--- src/rtl/stopwatch_pkg.sv ---
// stopwatch_pkg
//   Shared types for the stopwatch controller: FSM state codes, BCD digit
//   type and the six-digit display bundle.
//   Optional feature macro used by the importing files: STOPWATCH_LAP_EN.
package stopwatch_pkg;

  // State codes are visible on state_o, so the encoding is fixed.
  typedef enum logic [2:0] {
    ST_IDLE  = 3'd0,
    ST_RUN   = 3'd1,
    ST_PAUSE = 3'd2,
    ST_LAP   = 3'd3,
    ST_DONE  = 3'd4
  } state_e;

  typedef logic [3:0] bcd_t;

  localparam bcd_t MAX_BCD = 4'd9;

  typedef struct packed {
    bcd_t min;
    bcd_t seg2;
    bcd_t seg1;
    bcd_t deci;
    bcd_t centi;
    bcd_t milli;
  } digits_t;

endpackage

--- src/rtl/stopwatch_ctrl_tick_gen.sv ---
// tick_gen
//   Count-enable divider. Counts 0..DIV-1 while run is high, holds its value
//   while run is low (keeps the tick phase across a pause), and returns to 0
//   on clr. tick is high for the one cycle the divider sits at DIV-1 while
//   running.
// Ports
//   clk   in  clock
//   reset in  asynchronous, active-high reset
//   run   in  advance the divider this cycle
//   clr   in  zero the divider (wins over run)
//   tick  out divider terminal count while running
module tick_gen #(
  parameter int CLK_HZ  = 50_000_000,
  parameter int TICK_HZ = 1000
) (
  input  logic clk,
  input  logic reset,
  input  logic run,
  input  logic clr,
  output logic tick
);

  localparam int DIV = CLK_HZ / TICK_HZ;
  localparam int W   = (DIV > 2) ? $clog2(DIV) : 1;
  localparam logic [W-1:0] LAST = W'(DIV - 1);

  logic [W-1:0] div_q, div_d;

  always_comb begin
    div_d = div_q;
    if (clr)
      div_d = '0;
    else if (run)
      div_d = (div_q == LAST) ? '0 : div_q + 1'b1;
  end

  always_ff @(posedge clk or posedge reset) begin
    if (reset) div_q <= '0;
    else       div_q <= div_d;
  end

  assign tick = run && (div_q == LAST);

endmodule

--- src/rtl/stopwatch_ctrl.sv ---
// stopwatch_ctrl
//   Control FSM for the 6-digit BCD stopwatch counter. Turns the debounced
//   start/stop, lap and clear buttons into count-enable / clear pulses for
//   the counter, stops at the minute limit and drives the display digits
//   (live, or a frozen lap capture).
//   Build option: define STOPWATCH_LAP_EN to get the lap button and lap
//   capture; without it btn_lap does not exist and the display is always live.
// Ports
//   clk, reset           clock, asynchronous active-high reset
//   btn_ss/btn_lap/btn_clr  debounced button levels, asynchronous to clk
//   *_in                 live counter digits (BCD)
//   cnt_en, cnt_clr      one-cycle pulses to the counter
//   disp_*               registered display digits
//   state_o, done        FSM state code, high in DONE
//
// state | meaning
// IDLE  | stopped and cleared, waiting for start
// RUN   | counting, display live
// PAUSE | counting held, divider phase kept
// LAP   | counting, display frozen on the lap capture
// DONE  | minute limit reached, waiting for clear
module stopwatch_ctrl
  import stopwatch_pkg::*;
#(
  parameter int CLK_HZ    = 50_000_000,
  parameter int TICK_HZ   = 1000,
  parameter int LIMIT_MIN = 2
) (
  input  logic       clk,
  input  logic       reset,
  input  logic       btn_ss,
`ifdef STOPWATCH_LAP_EN
  input  logic       btn_lap,
`endif
  input  logic       btn_clr,
  input  logic [3:0] min_in,
  input  logic [3:0] seg2_in,
  input  logic [3:0] seg1_in,
  input  logic [3:0] deci_in,
  input  logic [3:0] centi_in,
  input  logic [3:0] milli_in,
  output logic       cnt_en,
  output logic       cnt_clr,
  output logic [3:0] disp_min,
  output logic [3:0] disp_seg2,
  output logic [3:0] disp_seg1,
  output logic [3:0] disp_deci,
  output logic [3:0] disp_centi,
  output logic [3:0] disp_milli,
  output logic [2:0] state_o,
  output logic       done
);

  localparam bcd_t LIMIT = bcd_t'(LIMIT_MIN);

  state_e     state_q, state_d;
  logic [2:0] ss_sync_q, ss_sync_d, clr_sync_q, clr_sync_d;
  logic       ss_ev, clr_ev, lap_ev;
  logic       running, limit_hit, clr_take, div_clr, tick;
  logic       cnt_en_q, cnt_en_d, cnt_clr_q, cnt_clr_d;
  digits_t    live, disp_q, disp_d;

  assign live = '{min: min_in, seg2: seg2_in, seg1: seg1_in,
                  deci: deci_in, centi: centi_in, milli: milli_in};

  // Bits [1:0] synchronise, bit [2] is the previous synchronised level, so an
  // event is decided on the 2nd edge and acted on at the 3rd.
  assign ss_sync_d  = {ss_sync_q[1:0], btn_ss};
  assign clr_sync_d = {clr_sync_q[1:0], btn_clr};
  assign ss_ev      = ss_sync_q[1] & ~ss_sync_q[2];
  assign clr_ev     = clr_sync_q[1] & ~clr_sync_q[2];

`ifdef STOPWATCH_LAP_EN
  logic [2:0] lap_sync_q, lap_sync_d;
  digits_t    lap_q, lap_d;

  assign lap_sync_d = {lap_sync_q[1:0], btn_lap};
  assign lap_ev     = lap_sync_q[1] & ~lap_sync_q[2];

  always_ff @(posedge clk or posedge reset) begin
    if (reset) begin
      lap_sync_q <= '0;
      lap_q      <= '0;
    end else begin
      lap_sync_q <= lap_sync_d;
      lap_q      <= lap_d;
    end
  end
`else
  assign lap_ev = 1'b0;
`endif

  assign running   = (state_q == ST_RUN) || (state_q == ST_LAP);
  assign limit_hit = running && (min_in == LIMIT);

  always_comb begin
    state_d  = state_q;
    clr_take = 1'b0;
    if (limit_hit) begin
      state_d = ST_DONE;
    end else begin
      unique case (state_q)
        ST_IDLE: begin
          if (clr_ev) begin
            state_d  = ST_IDLE;
            clr_take = 1'b1;
          end else if (ss_ev) begin
            state_d = ST_RUN;
          end
        end
        ST_RUN: begin
          if (ss_ev)       state_d = ST_PAUSE;
          else if (lap_ev) state_d = ST_LAP;
        end
        ST_LAP: begin
          if (ss_ev)       state_d = ST_PAUSE;
          else if (lap_ev) state_d = ST_RUN;
        end
        ST_PAUSE: begin
          if (clr_ev) begin
            state_d  = ST_IDLE;
            clr_take = 1'b1;
          end else if (ss_ev) begin
            state_d = ST_RUN;
          end
        end
        ST_DONE: begin
          if (clr_ev) begin
            state_d  = ST_IDLE;
            clr_take = 1'b1;
          end
        end
        default: state_d = ST_IDLE;
      endcase
    end
  end

  assign div_clr = clr_take || (state_q == ST_IDLE && state_d == ST_RUN);

  tick_gen #(
    .CLK_HZ (CLK_HZ),
    .TICK_HZ(TICK_HZ)
  ) u_tick_gen (
    .clk  (clk),
    .reset(reset),
    .run  (running),
    .clr  (div_clr),
    .tick (tick)
  );

  // A tick landing on the cycle the limit is seen is swallowed so no count
  // pulse shows up once DONE is reached.
  assign cnt_en_d  = tick & ~limit_hit;
  assign cnt_clr_d = clr_take;

  always_comb begin
    disp_d = live;
`ifdef STOPWATCH_LAP_EN
    lap_d = lap_q;
    if (state_q == ST_RUN && state_d == ST_LAP) lap_d = live;
    if (state_q == ST_LAP && state_d == ST_LAP) disp_d = lap_q;
`endif
  end

  always_ff @(posedge clk or posedge reset) begin
    if (reset) begin
      state_q    <= ST_IDLE;
      ss_sync_q  <= '0;
      clr_sync_q <= '0;
      cnt_en_q   <= 1'b0;
      cnt_clr_q  <= 1'b0;
      disp_q     <= '0;
    end else begin
      state_q    <= state_d;
      ss_sync_q  <= ss_sync_d;
      clr_sync_q <= clr_sync_d;
      cnt_en_q   <= cnt_en_d;
      cnt_clr_q  <= cnt_clr_d;
      disp_q     <= disp_d;
    end
  end

  assign cnt_en     = cnt_en_q;
  assign cnt_clr    = cnt_clr_q;
  assign disp_min   = disp_q.min;
  assign disp_seg2  = disp_q.seg2;
  assign disp_seg1  = disp_q.seg1;
  assign disp_deci  = disp_q.deci;
  assign disp_centi = disp_q.centi;
  assign disp_milli = disp_q.milli;
  assign state_o    = state_q;
  assign done       = (state_q == ST_DONE);

endmodule

--- config.mk ---
export PLATFORM = sky130hd
export DESIGN_NAME = stopwatch_ctrl
export DESIGN_NICKNAME = d
export VERILOG_FILES = /design/src/rtl/stopwatch_pkg.sv /design/src/rtl/stopwatch_ctrl_tick_gen.sv /design/src/rtl/stopwatch_ctrl.sv
export SDC_FILE = /design/constraint.sdc
export NUM_CORES = 1
export LEC_CHECK = 0
export BUFFER_PORTS_ARGS = -buffer_cell sky130_fd_sc_hd__buf_2
export CAP_MARGIN = 30
export CORE_MARGIN = 2
export CORE_UTILIZATION = 49
export DETAILED_ROUTE_END_ITERATION = 8
export PLACE_DENSITY = 0.76
export SETUP_SLACK_MARGIN = 0.4
export SKIP_CTS_REPAIR_TIMING = 1
export SYNTH_ARGS = -nofsm -noshare
export SYNTH_HDL_FRONTEND = slang
export SYNTH_HIERARCHICAL = 1
export SYNTH_SLANG_ARGS = --single-unit
--- constraint.sdc ---
create_clock -name clk -period 2.24 [get_ports clk]
set_clock_uncertainty 0.15 [all_clocks]
set_input_delay 0.112 -clock clk [delete_from_list [all_inputs] [get_ports clk]]
set_output_delay 0.112 -clock clk [all_outputs]
set_load 0.005 [all_outputs]
# --- Word level (Yosys, flattened, before mapping) ---
# Index checks and enable logic that the tools add are counted.
word_totals:
  input_bits: 28
  out_inout_bits: 30
  reg_bits: 51
  word_cells: 48
op_classes:
  add_sub_neg: 1
  n_bitwise: 6
  n_mux: 12
  n_eq_ne: 7
  reduce_logical: 10
ops:
  columns: ["cell", "n"]
  rows:
  - ["$mux W16", 3]
  - ["$add A16 B1 Y16 const B", 1]
  - ["$eq A16 B16 Y1 const B", 1]
  - ["$mux W3", 5]
  - ["$pmux W3 S3", 1]
  - ["$eq A3 B1 Y1 const B", 2]
  - ["$eq A3 B2 Y1 const B", 2]
  - ["$eq A4 B2 Y1 const B", 1]
  - ["$reduce_or A2 Y1", 2]
  - ["$and A1 B1 Y1", 3]
  - ["$eq A3 B3 Y1 const B", 1]
  - ["$logic_and A1 B1 Y1", 3]
  - ["$logic_not A3 Y1", 1]
  - ["$mux W1", 3]
  - ["$not A1 Y1", 3]
  - ["$reduce_or A3 Y1", 1]
  - ["$logic_or A1 B1 Y1", 2]
  - ["$reduce_bool A2 Y1", 1]

# --- Longest topological paths before layout ---
# Gate-level depths: netlist of run 1.
logic_depth:
  depth_word: 10
  ltp_mapped: 7
  depth_no_buf: 7

# --- By module ---
# Netlist of run 1, hierarchy kept.
by_module_without_submodules:
  columns: ["module", "cells_each", "area_per_inst_um2", "n_inst", "seq_area_each_um2"]
  rows:
  - ["stopwatch_ctrl", 56, 1022.2, 1, 875.8]
  - ["tick_gen", 104, 957.2, 1, 400.4]

# --- Worst setup path before layout of run 1 ---
# Ideal clock, no wire load.
synth_path:
  kind: "register -> register"
  start: "reg state_q[2] (netlist: state_o[2])"
  end: "reg u_tick_gen.div_q[5]"
  setup_ps: 128
  period_less_slack_ps: 2026
  stages_incl_launch_ff: 7
  t_arrival_ps: 1748
  slack_ps: 214
  cell_sequence: "dfrtp_1 -> or3_1 -> a21oi_1 -> nor2_1 -> nor4b_1 -> xnor2_1 -> nor2_1"
synth_between:
  elab_chain_len: 8
synth_lines:
  columns: ["element", "line", "text"]
  rows:
  - ["start, declared", "stopwatch_ctrl.sv:56", "state_e state_q, state_d;"]
  - ["start signal, assigned", "stopwatch_ctrl.sv:174", "state_q <= state_d;"]
  - ["$eq A3 B2 Y1 (tied with other cells)", "stopwatch_ctrl.sv:102", "unique case (state_q)"]
  - ["$reduce_or A2 Y1 (no line) (tied with other cells)", null, null]
  - ["$pmux W3 S3 / $logic_and A1 B1 Y1 (equally long branches)", "stopwatch_ctrl.sv:102, stopwatch_ctrl.sv:94", null]
  - ["$mux W3", "stopwatch_ctrl.sv:99", "if (limit_hit) begin"]
  - ["$eq A3 B1 Y1", "stopwatch_ctrl.sv:138", "assign div_clr = clr_take || (state_q == ST_IDLE && state_d == ST_RUN);"]
  - ["$logic_and A1 B1 Y1", "stopwatch_ctrl.sv:138", null]
  - ["$logic_or A1 B1 Y1 (*)", "stopwatch_ctrl.sv:138", null]
  - ["named net div_clr", "stopwatch_ctrl.sv:59", "logic running, limit_hit, clr_take, div_clr, tick;"]
  - ["$mux W16 / $reduce_bool A2 Y1 (equally long branches)", null, null]
  - ["end signal, assigned", "stopwatch_ctrl_tick_gen.sv:39", "else div_q <= div_d;"]
  - ["end, declared", "stopwatch_ctrl_tick_gen.sv:27", "logic [W-1:0] div_q, div_d;"]
# The timed path passes the listed nets; every way through them passes the cells marked *.
# A chain may end at the register's enable or synchronous reset.

# --- Worst setup path after layout of run 1 ---
layout_path:
  start: "reg ss_sync_q[2]"
  end: "reg u_tick_gen.div_q[15]"
layout_between:
  elab_chain_len: 10
layout_lines:
  columns: ["element", "line", "text"]
  rows:
  - ["start, declared", "stopwatch_ctrl.sv:57", "logic [2:0] ss_sync_q, ss_sync_d, clr_sync_q, clr_sync_d;"]
  - ["start signal, assigned", "stopwatch_ctrl.sv:175", "ss_sync_q <= ss_sync_d;"]
  - ["$not A1 Y1 (*)", "stopwatch_ctrl.sv:70", "assign ss_ev = ss_sync_q[1] & ~ss_sync_q[2];"]
  - ["$and A1 B1 Y1 (*)", "stopwatch_ctrl.sv:70", null]
  - ["$mux W3", "stopwatch_ctrl.sv:107, stopwatch_ctrl.sv:123", null]
  - ["$mux W3", "stopwatch_ctrl.sv:104", "if (clr_ev) begin"]
  - ["$pmux W3 S3 (*)", "stopwatch_ctrl.sv:102", null]
  - ["$mux W3 (*)", "stopwatch_ctrl.sv:99", null]
  - ["$eq A3 B1 Y1 (*)", "stopwatch_ctrl.sv:138", null]
  - ["$logic_and A1 B1 Y1 (*)", "stopwatch_ctrl.sv:138", null]
  - ["$logic_or A1 B1 Y1 (*)", "stopwatch_ctrl.sv:138", null]
  - ["named net div_clr", "stopwatch_ctrl.sv:59", null]
  - ["$mux W16 / $reduce_bool A2 Y1 (equally long branches)", null, null]
# Marked as above.

==> out/qor.yml, run 1 <==
hold_path.class: "flip-flop to flip-flop"
layout-drive-gt1-share_pct: 40.46
via_count: 1693
h-tree-depth: 2
rr_worst_depth: 8
grt_setup_unrepaired: "true"
drtIter0Drc: 176
hold_end: "clr_sync_q[1]"
grt_pass1_vias: 1585
end_kind: "flip-flop"
drc: 0
synth_compound_area_share_pct: 9.355
outcome: "finished, final reports clean"
core_area_mm2: 0.003943
pwr-share-clk_pct: 26.9
holdWs_ns: 0.2073
hold_viol: 0
hp-start: "clr_sync_q[0]"
n_fill_cell: 263
synth_top_family_by_area: "simple AND/OR/NAND/NOR gates"
min_period_ns: 2.001
syn_area_per_cell_um2: 12.37
portBuffers: 57
via_per_inst: 5.426
gp_congestion: 0.8524
synthesis.area_mm2: 0.001979
p_leak_nw: 1.339
p_sw_share_pct: 29.15
multi_input_area_um2: 777.0
start_util_pct: 50.21
io_pins: 58
synth_cell_types: 45
cp_max_fo: 7
r2r-end: "u_tick_gen/div_q[15]"
hold_depth: 0
diodes: 0
grt_overflow: 0
irDropWorstVdd_v: 0.0006637
worstPathRequired_ns: 2.29
wl_um: 5081
antenna_found_initial: 0
combPwrFrac_pct: 20.6
synthTopCellsByArea: "dfrtp_1, nand2_1, nor2_1, nand4_1, xnor2_1"
worstReg2RegStart: "ss_sync_q[2]"
synthMuxAreaShare_pct: 1.011
startpoint_type: "flip-flop"
finish.instance_area_mm2: 0.002894
area_growth_syn_to_layout_pct: 46.21
max-cap-violations: 0
power.switching_uw: 581.9
synth_flop_cell: "dfrtp_1"
rrSetupSlack_ns: 0.24
place_area_mm2: 0.002384
cp.arrival_ns: 2.05
regArea_mm2: 0.001280
die-area_mm2: 0.004564
synthesis.nets: 189
grt_usage_pct: 20.94
yosysTopAreaCell: "dfrtp_1"
power.density_mw_per_mm2: 689.8
max_freq_mhz: 499.8
worstMarginPinSlew_ns: 0.6377
seqPwrFrac_pct: 52.5
synth_fa_ha_area_share_pct: 0.6321
antenna_left: 0
wl_per_cell_um: 16.29
clock_latency_ns: 0.31
dr.pass1.iters: 4
ys_seq_elements: 51
fin_crit_sh_pct: 89.32
clockBufferDepth: 2
maxSlewViolCount: 0
cts_root_buffer: "clkbuf_8"
grt_max_degree: 22
synth-simple-area-share_pct: 19.66
fp-row-count: 23
fp.dieH_um: 67.56
grt_pass1_wl_um: 6948
tns_ns: 0
async_reset_ff_share_pct: 100.0
numCtsBuffers: 5
worstSetupPathType: "flip-flop to flip-flop"
die_w_um: 67.56
synth_edf_count: 0
synth_seq_area_share_pct: 64.48
p_int_mw: 1.414
clk_pin_slew_ns: 0.10
place_hpwl_um: 2983
cts_tree: "done"
syn_inst: 160
numClockSinks: 51
yosysTopAreaCellShare_pct: 64.48
fin_nets: 290
yosysWarnings: 6
slew_headroom_pct: 57.44
synth_xor_area_share_pct: 3.097
setup-violations-final: 0
## synthesized netlist by cell type, types with 2 or more instances
master and count:
dfrtp_1 51, nand2_1 14, nor2_1 13, inv_1 7
nand4_1 6, a31oi_1 5, and3_1 4, nor4_1 4
xnor2_1 4, and2_1 3, nand3_1 3, o211ai_1 3
xor2_1 3, a21oi_1 2, a41oi_1 2, mux2i_1 2
nor2b_1 2, nor4b_1 2, o21ai_0 2, or3_1 2
or4_1 2
## worst max-delay path: stages (launching register included)
cell      delay, ns
dfrtp_1        0.37
nand2b_4       0.14
or3_4          0.34
a21oi_4        0.28
buf_4          0.18
nor2_4         0.04
buf_6          0.13
a41oi_1        0.18
a31oi_1        0.06
## final cells by class
type | count | share of cell area (%)
well taps | 50 | 2.162
multi-input cells | 100 | 26.85
clock buffers | 5 | 2.378
clock inverters | 3 | 0.7782
inverters | 7 | 0.9079
flip-flops and latches | 51 | 44.23
repair buffers | 96 | 22.70
## cells by family (layout without fill, tap and decap cells)
logic type,count (synthesis),count (layout)
AOI/OAI and AO/OA,23,23
DFF,51,51
and+or+nand+nor,67,67
adders and majority gates,1,1
muxes,2,2
buffers and inverters,9,111
xor gates and xnor gates,7,7
## power groups by stage
stage / Combinational, mW / Clock (mW) / Sequential (mW)
finish: 0.412 / 0.537 / 1.05
global route: 0.452 / 0.586 / 1.06
CTS: 0.278 / 0.551 / 1.04
detailed placement: 0.277 / 0 / 1.06
global placement: 0.270 / 0 / 1.05
floorplan: 0.169 / 0 / 1.05
## per-layer routing
layer	up-vias	wire, um	share of wire (%)	track usage (%)
met4	0	86	1.7	9.694
li1	777	-	-	-
met5	-	0	0	0
met2	56	2799	55	34.68
met1	850	1868	37	25.11
met3	10	326	6.4	6.167
## registers in the layout, indices dropped and copies added, names as in the netlist
| register | cells |
|---|---|
| clr_sync_q | 3 |
| cnt_clr | 1 |
| cnt_en | 1 |
| disp_centi | 4 |
| disp_deci | 4 |
| disp_milli | 4 |
| disp_min | 4 |
| disp_seg1 | 4 |
| disp_seg2 | 4 |
| ss_sync_q | 3 |
| state_o | 3 |
| u_tick_gen/div_q | 16 |
## worst max path at each step
stage	to	slack [ns]	cells after the start	start
6_report	u_tick_gen/div_q[15]	0.24	8	ss_sync_q[2]
5_1_grt	u_tick_gen/div_q[6]	0.17	7	ss_sync_q[2]
4_1_cts	u_tick_gen/div_q[5]	0.27	7	ss_sync_q[2]
3_5_place_dp	u_tick_gen/div_q[5]	0.29	7	ss_sync_q[2]
3_3_place_gp	u_tick_gen/div_q[5]	0.34	7	ss_sync_q[2]
2_1_floorplan	u_tick_gen/div_q[8]	0.41	7	ss_sync_q[2]
## placed cells by master, fill, tap and decap left out, drive strengths merged, types with 2 or more instances in the layout
cell type / synthesis / final
a21oi: 2 / 2
a31oi: 5 / 5
a41oi: 2 / 2
and2: 3 / 3
and3: 4 / 4
and4: 2 / 2
buf: 1 / 69
clkbuf: 1 / 5
clkinv: 0 / 2
dfrtp: 51 / 51
dlygate4sd3: 0 / 27
inv: 7 / 8
mux2i: 2 / 2
nand2: 14 / 14
nand2b: 2 / 2
nand3: 4 / 4
nand4: 7 / 7
nor2: 13 / 13
nor2b: 3 / 3
nor4: 4 / 4
nor4b: 2 / 2
o211ai: 4 / 4
o21ai: 2 / 2
or2: 2 / 2
or3: 2 / 2
or4: 2 / 2
xnor2: 4 / 4
xor2: 3 / 3
## per-stage QoR
step / instances / util, % / setup WS, ns / power [mW]
6_report: 312 / 73.41 / 0.2393 / 1.996
5_1_grt: 312 / 73.41 / 0.1657 / 2.097
4_1_cts: 276 / 62.77 / 0.2690 / 1.871
3_5_place_dp: 268 / 60.46 / 0.2886 / 1.337
3_3_place_gp: 268 / 60.46 / 0.3429 / 1.325
2_1_floorplan: 160 / - / 0.4050 / 1.222
No activity file was read; power rests on OpenSTA's default activity.
==> run 2: changes to the inputs <==
- clock period: 2.24 -> 2.1 ns (I/O delays scaled with it)
==> run 2 against run 1 <==
- hold slack lost 0.00062 ns
- cell area is 1.8% higher
- clock-buffer cell count is the same
- critical path depth down 1
- clock power is 12% higher
- routed wire length decreased by 1.6%
- critical endpoint is now u_tick_gen/div_q[6]
- sequential share of layout area fell by 0.64 points
- first-iteration DRC count shrank 28%
- combinational power up 9.2%
- highest routed layer unchanged
- non-clock buffer count rose by 5
==> out/qor.yml, run 2 (synthesized netlist as in run 1, its figures left out) <==
layout_common_cells: "buf_2, dfrtp_1, dlygate4sd3_1"
grt_setup_unrepaired: "true"
area_growth_syn_to_layout_pct: 48.80
largest_reg_flops: 16
cp_max_fo: 5
startpoint_type: "flip-flop"
cts_root_buffer: "clkbuf_8"
start_util_pct: 50.21
layout-drive-gt1-share_pct: 42.32
die-area_mm2: 0.004564
numClockSinks: 51
grt_usage_pct: 19.02
seqPwrFrac_pct: 51.4
p_sw_share_pct: 29.42
outcome: "finished, final reports clean"
hold_viol: 0
top_register: "u_tick_gen/div_q"
irDropWorstVdd_v: 0.0005774
wl_um: 5000
clk_pin_slew_ns: 0.10
via_count: 1664
core_area_mm2: 0.003943
grt_pass1_vias: 1477
via_per_inst: 5.249
drc: 0
io_pins: 58
p_leak_nw: 1.358
worstPathRequired_ns: 2.13
tns_ns: 0
place_hpwl_um: 2841
wl_per_cell_um: 15.77
gp_congestion: 0.7749
final_common_cell: "buf_2"
max-cap-violations: 0
max_freq_mhz: 511.0
cp.arrival_ns: 1.99
dp_slack_ns: 0.1812
h-tree-depth: 2
die_w_um: 67.56
fp-row-count: 23
diodes: 0
dr.pass1.iters: 4
clockBufferDepth: 2
power_mw: 2.162
combPwrFrac_pct: 20.8
power.density_mw_per_mm2: 734.2
hold_path.class: "input port to asynchronous set/reset pin"
numCtsBuffers: 5
cts_tree: "done"
slew_headroom_pct: 56.84
stdcell_count: 317
fp.dieH_um: 67.56
grt_overflow: 0
min_period_ns: 1.957
fin_crit_sh_pct: 93.19
antenna_found_initial: 0
worstMarginPinSlew_ns: 0.6466
fin_nets: 295
maxSlewViolCount: 0
portBuffers: 57
dp_cells: 272
antenna_left: 0
setup-violations-final: 0
worstSetupPathType: "flip-flop to flip-flop"
clock_latency_ns: 0.30
drtIter0Drc: 126
end_kind: "flip-flop"
grt_pass1_wl_um: 6348
fin_ws_ns: 0.1431
pwr-share-clk_pct: 27.7
p_int_mw: 1.526
power.switching_uw: 636.1
grt_max_degree: 20
## run 2: cell type report
class                           count  area (um^2)
Inverter                            7        26.28
Clock buffer                        5        68.82
Clock inverter                      3        27.53
Multi-Input combinational cell    100        789.5
Sequential cell                    51         1284
Tap cell                           50        62.56
Fill cell                         233        997.2
Timing Repair Buffer              101        686.9
## run 2: routing by layer
metal,routed length (um),part of all wire [%],up-vias,global-route usage (%)
met5,0,0,-,0
met4,86,1.7,0,6.378
met3,312,6.2,8,6.833
met2,2681,54,61,31.00
met1,1919,38,807,23.47
li1,-,-,788,-
## run 2: path summary, 6_finish.rpt
kind,endpoint,cells past startpoint,slack (ns),start
hold / removal,disp_seg1[2],4,0.21,reset
min in group clk,clr_sync_q[1],0,0.21,clr_sync_q[0]
max in group asynchronous,u_tick_gen/div_q[2],3,1.06,reset
setup / recovery,u_tick_gen/div_q[6],7,0.14,ss_sync_q[2]
hold reg to reg,clr_sync_q[1],0,0.21,clr_sync_q[0]
setup reg to reg,u_tick_gen/div_q[6],7,0.14,ss_sync_q[2]
## run 2: critical path, cell delays in order (launching register included)
cell and delay (ns):
dfrtp_1 0.37, nand2b_4 0.16, or3_4 0.35, a21oi_4 0.23, o2111ai_2 0.19, nor2_1 0.19
xnor2_1 0.14, nor2_1 0.06
## run 2: per-stage QoR
stage / cell area, um^2 / util (%) / hold slack [ns]
6_report: 2945 / 74.71 / 0.2067
5_1_grt: 2945 / 74.71 / 0.2080
4_1_cts: 2516 / 63.82 / -0.3219
3_5_place_dp: 2420 / 61.38 / 0.01153
3_3_place_gp: 2420 / 61.38 / -0.007345
2_1_floorplan: 2032 / - / -0.1313
## run 2: power groups by stage
stage	combinational (mW)	clock [mW]	sequential, mW
after floorplan	0.185	0	1.12
after CTS	0.316	0.607	1.10
final	0.450	0.600	1.11
after detailed placement	0.314	0	1.12
after global routing	0.491	0.660	1.12
after global placement	0.311	0	1.11
